`config.mk`:
```
export PLATFORM = sky130hd
export DESIGN_NAME = rr_arbiter_hold
export DESIGN_NICKNAME = d
export VERILOG_FILES = /design/src/rtl/rr_arbiter_hold_pkg.sv /design/src/rtl/pe_lsb.sv /design/src/rtl/rr_arbiter_hold.sv
export SDC_FILE = /design/constraint.sdc
export NUM_CORES = 1
export LEC_CHECK = 0
export CORE_MARGIN = 2
export CORE_UTILIZATION = 30
export CTS_CLUSTER_DIAMETER = 120
export CTS_CLUSTER_SIZE = 24
export DETAILED_ROUTE_END_ITERATION = 12
export PLACE_DENSITY_LB_ADDON = 0.25
export SYNTH_ARGS = -nofsm -noshare
export SYNTH_HDL_FRONTEND = slang
export SYNTH_SLANG_ARGS = --single-unit
```
`constraint.sdc`:
```
create_clock -name CLK -period 2.15 [get_ports CLK]
set_input_delay 0.5375 -clock CLK [delete_from_list [all_inputs] [get_ports CLK]]
set_output_delay 0.5375 -clock CLK [all_outputs]
set_load 0.1 [all_outputs]
```
`src/rtl/rr_arbiter_hold_pkg.sv`:
```
//------------------------------------------------------------------------------
// Module      : rr_arbiter_hold_pkg
// Description : FSM state encodings for the hold-until-accepted round-robin arbiter.
// Revision    : 1.0 - initial release
//------------------------------------------------------------------------------
`default_nettype none

package rr_arbiter_hold_pkg;

  localparam logic [0:0] c_ST_IDLE = 1'b0;
  localparam logic [0:0] c_ST_HOLD = 1'b1;

endpackage : rr_arbiter_hold_pkg

`default_nettype wire

```
`src/rtl/pe_lsb.sv`:
```
//------------------------------------------------------------------------------
// Module      : pe_lsb
// Description : LSB-first priority encoder with optional one-hot, cold-mask and index outputs.
// Revision    : 1.0 - initial release
//------------------------------------------------------------------------------
`default_nettype none

module pe_lsb #(
  parameter int WIDTH       = 8,
  parameter int USE_ONE_HOT = 1,
  parameter int USE_COLD    = 1,
  parameter int USE_INDEX   = 1
) (
  input  logic [WIDTH-1:0]         vec,
  output logic                     valid,
  output logic [WIDTH-1:0]         one_hot,
  output logic [WIDTH-1:0]         cold,
  output logic [$clog2(WIDTH)-1:0] index
);

  localparam int             IDX_W = $clog2(WIDTH);
  localparam logic [WIDTH-1:0] c_ONE = {{(WIDTH-1){1'b0}}, 1'b1};

  logic [WIDTH-1:0] w_lsb;
  logic [WIDTH-1:0] w_at_or_below;
  logic [IDX_W-1:0] w_index;

  // Two's-complement isolates the lowest set bit; xor with vec-1 covers it and
  // everything below, so its complement is the "strictly above" mask (0 if vec=0).
  assign w_lsb         = vec & (~vec + c_ONE);
  assign w_at_or_below = vec ^ (vec - c_ONE);
  assign valid         = |vec;

  always_comb begin
    w_index = '0;
    for (int i = 0; i < WIDTH; i++) begin
      if (w_lsb[i]) w_index = IDX_W'(i);
    end
  end

  if (USE_ONE_HOT != 0) begin : g_one_hot
    assign one_hot = w_lsb;
  end else begin : g_no_one_hot
    assign one_hot = '0;
  end

  if (USE_COLD != 0) begin : g_cold
    assign cold = ~w_at_or_below;
  end else begin : g_no_cold
    assign cold = '0;
  end

  if (USE_INDEX != 0) begin : g_index
    assign index = w_index;
  end else begin : g_no_index
    assign index = '0;
  end

endmodule : pe_lsb

`default_nettype wire

```
`src/rtl/rr_arbiter_hold.sv`:
```
//------------------------------------------------------------------------------
// Module      : rr_arbiter_hold
// Description : Registered round-robin arbiter; grant is held until accepted on valid/ready.
// Revision    : 1.0 - initial release
//------------------------------------------------------------------------------
`default_nettype none

module rr_arbiter_hold
  import rr_arbiter_hold_pkg::*;
#(
  parameter int WIDTH = 8
) (
  input  logic                     CLK,
  input  logic                     RST,
  input  logic [WIDTH-1:0]         req_vec,
  output logic                     grant_valid,
  output logic [WIDTH-1:0]         grant_one_hot,
  output logic [$clog2(WIDTH)-1:0] grant_index,
  input  logic                     grant_ready
);

  localparam int IDX_W = $clog2(WIDTH);

  logic [0:0]       r_state;
  logic [WIDTH-1:0] r_grant_one_hot;
  logic [IDX_W-1:0] r_grant_index;
  logic [WIDTH-1:0] r_rr_mask;

  logic [0:0]       w_state_nxt;
  logic [WIDTH-1:0] w_grant_one_hot_nxt;
  logic [IDX_W-1:0] w_grant_index_nxt;
  logic [WIDTH-1:0] w_rr_mask_nxt;

  logic             w_m_valid, w_u_valid;
  logic [WIDTH-1:0] w_m_one_hot, w_u_one_hot;
  logic [WIDTH-1:0] w_m_cold, w_u_cold;
  logic [IDX_W-1:0] w_m_index, w_u_index;

  logic [WIDTH-1:0] w_win_one_hot;
  logic [WIDTH-1:0] w_win_cold;
  logic [IDX_W-1:0] w_win_index;

  pe_lsb #(
    .WIDTH      (WIDTH),
    .USE_ONE_HOT(1),
    .USE_COLD   (1),
    .USE_INDEX  (1)
  ) u_pe_masked (
    .vec    (req_vec & r_rr_mask),
    .valid  (w_m_valid),
    .one_hot(w_m_one_hot),
    .cold   (w_m_cold),
    .index  (w_m_index)
  );

  pe_lsb #(
    .WIDTH      (WIDTH),
    .USE_ONE_HOT(1),
    .USE_COLD   (1),
    .USE_INDEX  (1)
  ) u_pe_unmasked (
    .vec    (req_vec),
    .valid  (w_u_valid),
    .one_hot(w_u_one_hot),
    .cold   (w_u_cold),
    .index  (w_u_index)
  );

  assign w_win_one_hot = w_m_valid ? w_m_one_hot : w_u_one_hot;
  assign w_win_cold    = w_m_valid ? w_m_cold    : w_u_cold;
  assign w_win_index   = w_m_valid ? w_m_index   : w_u_index;

  // rr_mask is loaded with the winner's cold mask as the grant is registered, so
  // at handshake it already equals the "bits above current winner" mask.
  always_comb begin
    w_state_nxt         = r_state;
    w_grant_one_hot_nxt = r_grant_one_hot;
    w_grant_index_nxt   = r_grant_index;
    w_rr_mask_nxt       = r_rr_mask;
    if ((r_state == c_ST_IDLE) || grant_ready) begin
      if (w_u_valid) begin
        w_state_nxt         = c_ST_HOLD;
        w_grant_one_hot_nxt = w_win_one_hot;
        w_grant_index_nxt   = w_win_index;
        w_rr_mask_nxt       = w_win_cold;
      end else begin
        w_state_nxt         = c_ST_IDLE;
        w_grant_one_hot_nxt = '0;
        w_grant_index_nxt   = '0;
      end
    end
  end

  always_ff @(posedge CLK) begin
    if (RST) begin
      r_state         <= c_ST_IDLE;
      r_grant_one_hot <= '0;
      r_grant_index   <= '0;
      r_rr_mask       <= '1;
    end else begin
      r_state         <= w_state_nxt;
      r_grant_one_hot <= w_grant_one_hot_nxt;
      r_grant_index   <= w_grant_index_nxt;
      r_rr_mask       <= w_rr_mask_nxt;
    end
  end

  assign grant_valid   = (r_state == c_ST_HOLD);
  assign grant_one_hot = r_grant_one_hot;
  assign grant_index   = r_grant_index;

endmodule : rr_arbiter_hold

`default_nettype wire

```
After elaboration in Yosys (flattened, before gate mapping)
Index checks and enable logic that the tools add are counted.
{ "word_totals": {"out_inout_bits": 12, "in_bits": 11, "wordCells": 42, "regBits": 20} }
{ "classes": {"n_mux": 20, "n_reduce_logical": 4, "n_bitwise": 10, "addsub": 4} }
{ "ops": {"columns": ["op", "count"], "rows": [
  ["$not 8->8", 4],
  ["$mux 3", 10],
  ["$and 8x8->8", 3],
  ["$mux 8", 3],
  ["$add 8x1->8 const B", 2],
  ["$reduce_or 8->1", 2],
  ["$sub 8x1->8 const B", 2],
  ["$xor 8x8->8", 2],
  ["$mux 2", 4],
  ["$mux 1", 3],
  ["$reduce_and 2->1", 1],
  ["$logic_or 1x1->1", 1],
  ["$not 1->1", 1]
]} }

Longest topological paths before layout
Gate-level depths: netlist of the first run.
{ "logic_depth": {"ltp_word": 13, "depth_mapped": 9, "depth_no_buf": 7} }

Hierarchy
Synthesis of the first run repeated with hierarchy kept, for this count alone.
{ "unflattened": {"hier_cells": 167, "hier_area_um2": 1496.4} }
{ "by_module_without_submodules": {"columns": ["mod", "instances", "area_per_inst_um2", "cells_each", "seq_area_each_um2"], "rows": [
  ["rr_arbiter_hold", 1, 985.9, 88, 400.4],
  ["pe_lsb (u_pe_unmasked)", 1, 271.5, 42, 0.0],
  ["pe_lsb (u_pe_masked)", 1, 239.0, 37, 0.0]
]} }

Least setup slack after synthesis of the first run
No wires, ideal clock.
{ "synth_timing": {"path_kind": "in2reg", "from": "in req_vec[0]", "to": "reg r_rr_mask[3]", "arrival_time_ns": 2.165, "path_stages": 9, "path_buffers": 2, "path_slack_ns": -0.135, "cell_sequence": "clkbuf_1 inv_1 ha_1 nor3b_1 a21o_1 nor2_1 clkbuf_1 o2111ai_1 o31a_1"} }
{ "synth_via": {"elab_chain_len": 5} }
{ "synth_lines": {"columns": ["element", "line", "rtl"], "rows": [
  ["start, declared", "rr_arbiter_hold.sv:15", "input logic [WIDTH-1:0] req_vec,"],
  ["$and 8x8->8", "rr_arbiter_hold.sv:49", ".vec (req_vec & r_rr_mask),"],
  ["$sub 8x1->8", "pe_lsb.sv:31", "assign w_at_or_below = vec ^ (vec - c_ONE);"],
  ["$xor 8x8->8", "pe_lsb.sv:31", null],
  ["$not 8->8", "pe_lsb.sv:48", "assign cold = ~w_at_or_below;"],
  ["$mux 8", "rr_arbiter_hold.sv:70", "assign w_win_cold = w_m_valid ? w_m_cold : w_u_cold;"],
  ["end signal, assigned", "rr_arbiter_hold.sv:104", "r_rr_mask <= w_rr_mask_nxt;"],
  ["end, declared", "rr_arbiter_hold.sv:27", "logic [WIDTH-1:0] r_rr_mask;"]
]} }
Several ways; a longest one is shown, not always the timed one.
A chain may end at the register's enable or synchronous reset.

Worst setup path in the final report of the first run
{ "layout_timing": {"from": "in req_vec[6]", "to": "reg r_grant_index[0] (netlist: grant_index[0])"} }
{ "layout_via": {"elab_chain_len": 8} }
{ "layout_lines": {"columns": ["element", "line", "rtl"], "rows": [
  ["$and 8x8->8", "rr_arbiter_hold.sv:49", null],
  ["$not 8->8", "pe_lsb.sv:30", "assign w_lsb = vec & (~vec + c_ONE);"],
  ["$add 8x1->8", "pe_lsb.sv:30", null],
  ["$and 8x8->8", "pe_lsb.sv:30", null],
  ["$mux 3 (2 in a row)", "pe_lsb.sv:37", "if (w_lsb[i]) w_index = IDX_W'(i);"],
  ["$mux 3", "rr_arbiter_hold.sv:71", "assign w_win_index = w_m_valid ? w_m_index : w_u_index;"],
  ["$mux 3 (*)", "rr_arbiter_hold.sv:81", "if (w_u_valid) begin"],
  ["end signal, assigned", "rr_arbiter_hold.sv:103", "r_grant_index <= w_grant_index_nxt;"],
  ["end, declared", "rr_arbiter_hold.sv:26", "logic [IDX_W-1:0] r_grant_index;"]
]} }
Every way passes the cells marked *; elsewhere a longest branch is shown, timed or not.

==> flow_metrics.py, run 1 <==
metrics = {
    "timing": {
        "period_share_pct": 96.9,
        "maxSlewViolCount": 0,
        "hold_violations": 0,
        "setup_viol": 0,
        "fmax_ghz": 0.480,
        "relSlewSlack_pct": 55.2,
        "fin_tns_setup_ns": 0,
        "fin_skew_ns": 0.00255,
        "rsz0062_at_grt": "true",
        "period_minus_slack_ns": 2.08,
        "tightestPinTransition_ns": 0.670,
    },
    "placed_design": {
        "dp_hpwl_mm": 3.11,
        "numPortBuffers": 22,
        "placed_cells": 242,
        "gp_congestion": 0.963,
    },
    "worst_setup_path": {
        "startpoint": "req_vec[6]",
        "path_cells": "clkdlybuf4s50_1, a222oi_1, buf_4, nand3_2, a21o_1, a211o_1, a32o_1",
        "arrival_ns": 2.25,
        "worstPathMaxFanout": 4,
        "reg2reg_from": "r_rr_mask[3]",
        "crit_path_max_incr_delay_ns": 0.43,
        "slowest_stage": "clkdlybuf4s50_1",
        "end_kind": "flip-flop",
        "worst_ep_required_time_ns": 2.31,
        "critPathKind": "input port to flip-flop",
        "startpoint_type": "input port",
    },
    "layout": {
        "stdcell_count": 249,
        "layout_common_cells": "buf_4 (55), dfxtp_1 (20), nand2_1 (16)",
        "insertedDiodeCount": 0,
        "drive_gt1_share_pct": 34.8,
        "finalNetCount": 216,
        "fill_cells": 382,
        "syn2layout_area_growth_pct": 53.2,
        "final_common_cell": "buf_4",
        "fin_util_pct": 48.5,
    },
    "routing": {
        "drc": 0,
        "drt_iter0_drc": 70,
        "vias": 1388,
        "routed_wl_mm": 3.93,
        "routedWlPerCell_um": 15.8,
        "ant_nets": 0,
        "viasPerCell": 5.57,
        "firstDrtPassIters": 4,
    },
    "floorplan": {
        "start_util_pct": 31.6,
        "fp.dieH_um": 66.4,
        "core_um2": 3690,
        "die_w_um": 66.4,
        "die_area_um2": 4410,
        "row_count": 22,
        "ios": 23,
    },
    "yosys": {
        "synth_xor_area_share_pct": 0.750,
        "yosys.area_share.simple_pct": 21.5,
        "syn_inst": 141,
        "ys_ff_latch": 20,
        "ys_top_cells_by_area": "dfxtp_1 (34%), a32o_1 (5.1%), nand2_1 (5.1%)",
        "synth_top_family_by_area": "compound AO/OA/AOI/OAI gates",
        "synth-compound-area-share_pct": 35.3,
        "netlist.top_cell.by_area": "dfxtp_1",
        "synth_warnings": 0,
        "post_synth_instance_area_um2": 1170,
        "synthMuxAreaShare_pct": 0,
        "synthAdderAreaFrac_pct": 3.22,
        "synth_nets": 155,
        "synth_top_area_share_pct": 34.3,
        "syn_area_per_cell_um2": 8.28,
        "ys_seq_area_share_pct": 34.3,
        "synthDistinctLibCells": 42,
    },
    "run_status": {
        "status": "finished clean",
    },
    "clock_network": {
        "clock_path_buffers": 2,
        "hold_buffers": 0,
        "cts_tree": "yes",
        "clock_latency_ns": 0.27,
        "clock-root-buffer": "clkbuf_8",
        "htreeDepth": 1,
        "clkTransAtPathRegs_ns": 0.08,
        "cts_buffers": 3,
        "numClockSinks": 20,
    },
    "global_route": {
        "overflow": 0,
        "grt_start_max_net_pins": 12,
        "grt_usage_pct": 19.2,
        "grt_pass1_wl_mm": 6.31,
        "antenna_found_initial": 0,
        "grt_pass1_vias": 1282,
    },
    "run": {
        "cap_violations": 0,
    },
    "hold_path": {
        "hp-start": "grant_one_hot[0]",
        "hp-class": "flip-flop to flip-flop",
    },
    "power_and_ir_drop": {
        "powerDensity_nw_per_um2": 576,
        "power_leakage_nw": 0.782,
        "ir_drop_mv": 0.271,
    },
}
==> flip-flops by register name, indices dropped and copies added (netlist names) <==
name and count:
grant_valid 1, grant_one_hot 8, grant_index 3, r_rr_mask 8
==> synth_stat cells <==
| cell type | instances |
|---|---|
| dfxtp_1 | 20 |
| nand2_1 | 16 |
| nor2_1 | 13 |
| a21oi_1 | 10 |
| clkbuf_1 | 7 |
| a32o_1 | 6 |
| a21o_1 | 4 |
| inv_1 | 4 |
| o211ai_1 | 4 |
| a211o_1 | 3 |
| a22oi_1 | 3 |
| a2bb2oi_1 | 3 |
| and2_1 | 3 |
| ha_1 | 3 |
| nand3_1 | 3 |
| o31a_1 | 3 |
| a222oi_1 | 2 |
| a22o_1 | 2 |
| a32oi_1 | 2 |
| nand2b_1 | 2 |
| nand4_1 | 2 |
| nor2b_1 | 2 |
| nor3_1 | 2 |
| nor4_1 | 2 |
| o2111ai_1 | 2 |
| o21ai_0 | 2 |
| a22oi_2 | 1 |
| a31oi_1 | 1 |
| and2_2 | 1 |
| and3_2 | 1 |
| and3b_1 | 1 |
| buf_2 | 1 |
| buf_6 | 1 |
| nand3_2 | 1 |
| nor3b_1 | 1 |
| o21bai_1 | 1 |
| o22ai_1 | 1 |
| o31ai_1 | 1 |
| o32ai_1 | 1 |
| o41ai_1 | 1 |
| or4_1 | 1 |
| xor2_1 | 1 |
==> per-layer routing <==
| metal | vias to the layer above | global-route usage (%) | share of wire (%) |
|---|---|---|---|
| met5 | - | 0 | 0 |
| met4 | 0 | 8.67 | 2.6 |
| met3 | 13 | 3.24 | 7.4 |
| met2 | 67 | 29.3 | 43 |
| met1 | 647 | 26.1 | 46 |
| li1 | 661 | - | - |
==> repair_timing <==
item | CTS | global route
pin swaps | 1 | 5
gates resized for setup | 4 | 8
setup buffers | 1 | 2
endpoints found under the hold margin | 0 | 0
setup endpoints to repair | 8 | 16
==> kinds of logic (layout without fill, tap and decap cells) <==
logic type | Yosys count | after routing
buffers and inverters | 13 | 73
XOR/XNOR | 1 | 1
adder cells (fa/ha/maj) | 3 | 3
AND/OR/NAND/NOR | 51 | 51
flip-flops | 20 | 20
AO/OA/AOI/OAI | 53 | 53
==> where the power goes <==
group | switching [mW] | total (mW) | leakage [nW] | internal [mW]
sequential | 0.0165 | 0.406 | 0.164 | 0.390
clock | 0.139 | 0.302 | 0.0288 | 0.164
combinational | 0.191 | 0.322 | 0.589 | 0.131
total | 0.347 | 1.03 | 0.782 | 0.684
==> area by class of cell <==
type	instances	area [µm²]	share of cell area, %
Tap cell	48	60.1	3.36
Timing Repair Buffer	65	512	28.6
Multi-Input combinational cell	108	746	41.7
Clock buffer	4	55.1	3.08
Inverter	4	15.0	0.840
Sequential cell	20	400	22.4
==> critical path, delay by kind of cell <==
kind	cells	cell delay (ns)
buf+inv	2	0.61
simple gates	1	0.10
compound gates	4	1.01
==> worst paths after layout <==
path                            cells past startpoint               end  slack, ns
worst max-delay path                                7    grant_index[0]       0.07
worst min-delay path                                2  grant_one_hot[0]       0.44
worst max register to register                      6    grant_index[0]       0.35
worst min register to register                      2  grant_one_hot[0]       0.44
==> metrics by stage <==
| step | power (mW) | setup slack [ns] | hold WS, ns | area (µm²) |
|---|---|---|---|---|
| 6_report | 1.03 | 0.0673 | 0.445 | 1790 |
| 5_1_grt | 1.08 | -0.0487 | 0.467 | 1790 |
| 4_1_cts | 1.03 | 0.0155 | 0.444 | 1740 |
| 2_1_floorplan | 0.599 | 0.00478 | 0.453 | 1180 |
| 3_3_place_gp | 0.726 | -0.421 | 0.427 | 1680 |
| 3_5_place_dp | 0.724 | -0.430 | 0.433 | 1680 |
Power figures use the tool's default switching activity.
==> run 2, diff against run 1 <==
--- a/config.mk
+++ b/config.mk
@@ -11,6 +11,7 @@
 export CTS_CLUSTER_SIZE = 24
 export DETAILED_ROUTE_END_ITERATION = 12
 export PLACE_DENSITY_LB_ADDON = 0.25
+export RECOVER_POWER = 100
 export SYNTH_ARGS = -nofsm -noshare
 export SYNTH_HDL_FRONTEND = slang
 export SYNTH_SLANG_ARGS = --single-unit
==> run 2 against run 1 <==
  * Critical path depth is the same
  * Cell count is the same
  * Core utilization shrank 0.85 points
  * Die area is the same
  * Combinational power shrank 2%
  * First-iteration DRC count grew 39%
  * Clock power is essentially flat
  * Critical endpoint unchanged
  * Largest power group unchanged
  * Highest routed layer unchanged
==> flow_metrics.py, run 2 (synthesized netlist as in run 1, its figures left out) <==
metrics = {
    "run_status": {
        "status": "finished clean",
    },
    "timing": {
        "period_minus_slack_ns": 2.09,
        "maxSlewViolCount": 0,
        "hold_violations": 0,
        "relSlewSlack_pct": 55.0,
        "fin_tns_setup_ns": 0,
        "rsz0062_at_grt": "true",
        "setup_viol": 0,
        "setup_ws_ns": 0.0564,
        "fmax_ghz": 0.478,
        "tightestPinTransition_ns": 0.673,
        "period_share_pct": 97.4,
        "fin_skew_ns": 0.00256,
    },
    "layout": {
        "final_area_um2": 1760,
        "layout_common_cells": "buf_4 (42), dfxtp_1 (20), nand2_1 (16)",
        "drive_gt1_share_pct": 34.3,
        "finalNetCount": 216,
        "insertedDiodeCount": 0,
        "syn2layout_area_growth_pct": 50.5,
        "final_common_cell": "buf_4",
        "stdcell_count": 249,
    },
    "clock_network": {
        "numClockSinks": 20,
        "htreeDepth": 1,
        "cts_tree": "yes",
        "clkTransAtPathRegs_ns": 0.08,
        "clock_path_buffers": 2,
        "clock-root-buffer": "clkbuf_8",
        "clock_latency_ns": 0.27,
        "cts_buffers": 3,
    },
    "routing": {
        "viasPerCell": 5.56,
        "ant_nets": 0,
        "routed_wl_mm": 3.95,
        "vias": 1385,
        "routedWlPerCell_um": 15.8,
        "drt_iter0_drc": 97,
        "firstDrtPassIters": 4,
        "drc": 0,
    },
    "floorplan": {
        "die_w_um": 66.4,
        "ios": 23,
        "start_util_pct": 31.6,
        "fp.dieH_um": 66.4,
        "row_count": 22,
        "core_um2": 3690,
        "die_area_um2": 4410,
    },
    "worst_setup_path": {
        "worstPathMaxFanout": 4,
        "reg2reg_setup_slack_ns": 0.35,
        "arrival_ns": 2.26,
        "worst_ep_required_time_ns": 2.31,
        "end_kind": "flip-flop",
        "startpoint_type": "input port",
        "critPathKind": "input port to flip-flop",
    },
    "power_and_ir_drop": {
        "p_sw_uw": 346,
        "pwr-share-comb_pct": 30.9,
        "p_clk_share_pct": 29.5,
        "p_sw_share_pct": 33.8,
        "power_frac_seq_pct": 39.6,
        "powerDensity_nw_per_um2": 583,
        "internal_power_uw": 678,
        "power_leakage_nw": 0.772,
        "ir_drop_mv": 0.270,
    },
    "global_route": {
        "grt_usage_pct": 19.2,
        "overflow": 0,
        "antenna_found_initial": 0,
        "grt_start_max_net_pins": 12,
        "grt_pass1_wl_mm": 6.31,
        "grt_pass1_vias": 1282,
    },
    "placed_design": {
        "dp_hpwl_mm": 3.11,
        "numPortBuffers": 22,
        "place_area_um2": 1680,
        "gp_congestion": 0.963,
        "placed_cells": 242,
        "place_ws_ns": -0.430,
    },
    "hold_path": {
        "hp-class": "flip-flop to flip-flop",
    },
    "run": {
        "cap_violations": 0,
    },
}
-- run 2: cell types whose count changed in the layout (fill, tap and decap cells not counted), sizes merged --
cell,change
buf,-13
clkbuf,+13
-- run 2: timing repair --
item,4_1_cts,5_1_grt
buffers inserted,1,2
gates resized for setup,4,8
setup endpoints to repair,8,16
hold buffers,0,0
pin swaps,1,5
-- run 2: final timing paths --
check / start / to / cells past startpoint
setup / recovery: req_vec[6] / grant_index[0] / 7
hold / removal: grant_one_hot[0] / grant_one_hot[0] / 2
setup reg to reg: r_rr_mask[3] / grant_index[0] / 6
hold reg to reg: grant_one_hot[0] / grant_one_hot[0] / 2
-- run 2: final cells by class --
cell class | instances | area, µm²
Multi-Input combinational cell | 108 | 744
Timing Repair Buffer | 65 | 482
Tap cell | 48 | 60.1
Inverter | 4 | 15.0
Fill cell | 390 | 1930
Sequential cell | 20 | 400
Clock buffer | 4 | 55.1
-- run 2: per-stage QoR --
stage               power (mW)  hold slack, ns  util (%)
floorplan                0.599           0.453         -
global placement         0.726           0.427      45.4
detailed placement       0.724           0.433      45.4
CTS                       1.03           0.444      47.1
global route              1.07           0.466      47.6
finish                    1.02           0.444      47.6
-- run 2: layer usage --
metal	wire length (µm)	up-vias	GRT usage [%]	part of all wire (%)
met2	1720	67	29.3	44
met3	287	11	3.24	7.3
met1	1840	644	26.1	47
li1	-	663	-	-
met5	0	-	0	0
met4	95	0	8.67	2.4
-- run 2: critical path: stages --
cell and delay [ns]:
clkdlybuf4s50_1 0.43, a222oi_1 0.34, buf_4 0.18, nand3_2 0.10
a21o_1 0.20, a211o_1 0.23, a32o_1 0.24
-- run 2: power by group through the flow --
stage               Sequential, mW  Clock [mW]  Combinational (mW)
finish                       0.406       0.302               0.316
global route                 0.409       0.326               0.337
CTS                          0.406       0.308               0.312
detailed placement           0.414           0               0.310
global placement             0.414           0               0.311
floorplan                    0.485           0               0.114
==> run 3, diff against run 2 <==
--- a/config.mk
+++ b/config.mk
@@ -5,8 +5,10 @@
 export SDC_FILE = /design/constraint.sdc
 export NUM_CORES = 1
 export LEC_CHECK = 0
+export CELL_PAD_IN_SITES_DETAIL_PLACEMENT = 1
+export CELL_PAD_IN_SITES_GLOBAL_PLACEMENT = 2
 export CORE_MARGIN = 2
-export CORE_UTILIZATION = 30
+export CORE_UTILIZATION = 26
 export CTS_CLUSTER_DIAMETER = 120
 export CTS_CLUSTER_SIZE = 24
 export DETAILED_ROUTE_END_ITERATION = 12
==> run 3 against run 2 <==
  * Combinational power about the same
  * Register-to-register slack hardly changed
  * Highest routed layer unchanged
  * Non-clock buffer count increased by 4
  * Largest cell class unchanged
  * Core utilization decreased by 6.8 points
==> flow_metrics.py, run 3 (synthesized netlist as in run 1, its figures left out) <==
metrics = {
    "routing": {
        "viasPerCell": 5.48,
        "drt_iter0_drc": 38,
        "met1_length_mm": 2.07,
        "route.met3.wl_um": 124,
        "routed.top_layer": "met4",
        "ant_nets": 0,
        "wl_met2_mm": 2.35,
        "firstDrtPassIters": 4,
        "routed_wl_mm": 4.64,
        "routedWlPerCell_um": 18.1,
        "drc": 0,
        "vias": 1404,
    },
    "layout": {
        "seq_area_um2": 400,
        "finalNetCount": 220,
        "fill_cells": 537,
        "final_common_cell": "buf_4",
        "insertedDiodeCount": 0,
        "syn2layout_area_growth_pct": 52.2,
        "drive_gt1_share_pct": 33.3,
        "multiInputGateArea_um2": 746,
        "fin_util_pct": 40.8,
        "layout_common_cells": "buf_4 (39), dfxtp_1 (20), nand2_1 (16)",
    },
    "placed_design": {
        "gp_congestion": 0.944,
        "numPortBuffers": 22,
        "dp_hpwl_mm": 3.78,
    },
    "timing": {
        "period_share_pct": 94.2,
        "period_minus_slack_ns": 2.03,
        "hold_violations": 0,
        "fin_skew_ns": 0.00276,
        "rsz0062_at_grt": "false",
        "setup_viol": 0,
        "tightestPinTransition_ns": 0.784,
        "holdWs_ns": 0.436,
        "fmax_ghz": 0.494,
        "maxSlewViolCount": 0,
        "relSlewSlack_pct": 47.6,
        "fin_tns_setup_ns": 0,
    },
    "worst_setup_path": {
        "worst_ep_required_time_ns": 2.30,
        "reg2reg_setup_slack_ns": 0.35,
        "end_kind": "flip-flop",
        "critPathKind": "input port to flip-flop",
        "crit_path_max_incr_delay_ns": 0.29,
        "arrival_ns": 2.17,
        "path_cells": "dlygate4sd2_1, clkbuf_2, a22oi_1, clkbuf_1, and2_0, a21oi_1, a211o_1",
        "worstPathMaxFanout": 8,
        "slowest_stage": "dlygate4sd2_1",
        "startpoint_type": "input port",
    },
    "global_route": {
        "grt_pass1_wl_mm": 7.62,
        "antenna_found_initial": 0,
        "overflow": 0,
        "grt_pass1_vias": 1485,
        "grt_start_max_net_pins": 11,
        "grt_usage_pct": 19.6,
    },
    "power_and_ir_drop": {
        "powerDensity_nw_per_um2": 546,
        "p_total_uw": 970,
        "power_leakage_nw": 0.793,
        "ir_drop_mv": 0.345,
    },
    "floorplan": {
        "die_w_um": 71.0,
        "die_area_um2": 5040,
        "fp.dieH_um": 71.0,
        "ios": 23,
        "start_util_pct": 26.8,
        "core_um2": 4350,
        "row_count": 24,
    },
    "clock_network": {
        "cts_tree": "yes",
        "numClockSinks": 20,
        "clock-root-buffer": "clkbuf_8",
        "clock_path_buffers": 2,
        "clock_latency_ns": 0.26,
        "clkTransAtPathRegs_ns": 0.07,
        "cts_buffers": 3,
        "htreeDepth": 1,
    },
    "hold_path": {
        "hp-class": "flip-flop to flip-flop",
    },
    "run_status": {
        "status": "finished clean",
    },
    "run": {
        "cap_violations": 0,
    },
}
run 3: cell types whose count changed in the layout (fill, tap and decap cells not counted), sizes merged:
cell           before  now
clkdlybuf4s50       6    2
clkdlybuf4s15       0    1
dlygate4sd2         3    4
buf                42   41
dlymetal6s2s        1    3
clkbuf             17   21
run 3: metrics by stage:
stage	cell area, µm²	setup slack (ns)	cells
floorplan	1180	0.00478	141
global placement	1700	-0.283	249
detailed placement	1700	-0.475	249
CTS	1780	0.000497	253
global route	1780	0.0115	256
finish	1780	0.124	256
run 3: power by group:
part           internal (mW)  total [mW]  switching [mW]
clock                  0.125       0.246           0.121
sequential             0.390       0.409          0.0195
combinational          0.120       0.315           0.195
total                  0.634       0.970           0.336
run 3: routing by layer:
metal | vias up | global-route usage, %
met2 | 25 | 35.7
met5 | - | 0
met3 | 8 | 3.85
met1 | 703 | 23.3
li1 | 668 | -
met4 | 0 | 5.24
run 3: area by class of cell:
class | instances | area share (%)
sequential | 20 | 22.5
inverter | 4 | 0.845
timing repair buffer | 69 | 28.7
multi-input combinational | 108 | 42.0
tap | 52 | 3.66
clock buffer | 3 | 2.32
run 3: timing repair:
item,4_1_cts,5_1_grt
buffers inserted,1,3
gates resized for setup,11,7
endpoints found under the setup margin,16,11
hold buffers,0,0
cloned,0,0
pin swaps,4,10
run 3: critical path: cells and delay by family:
family | cells | cell delay [ns]
buffers and inverters | 3 | 0.71
AOI/OAI and AO/OA | 3 | 0.64
and+or+nand+nor | 1 | 0.29
run 3: worst paths after layout:
check                      to        startpoint  depth (start not counted)
min reg2reg  grant_one_hot[0]  grant_one_hot[0]                          2
max reg2reg    grant_index[0]      r_rr_mask[3]                          6
min          grant_one_hot[0]  grant_one_hot[0]                          2
max              r_rr_mask[4]        req_vec[3]                          7
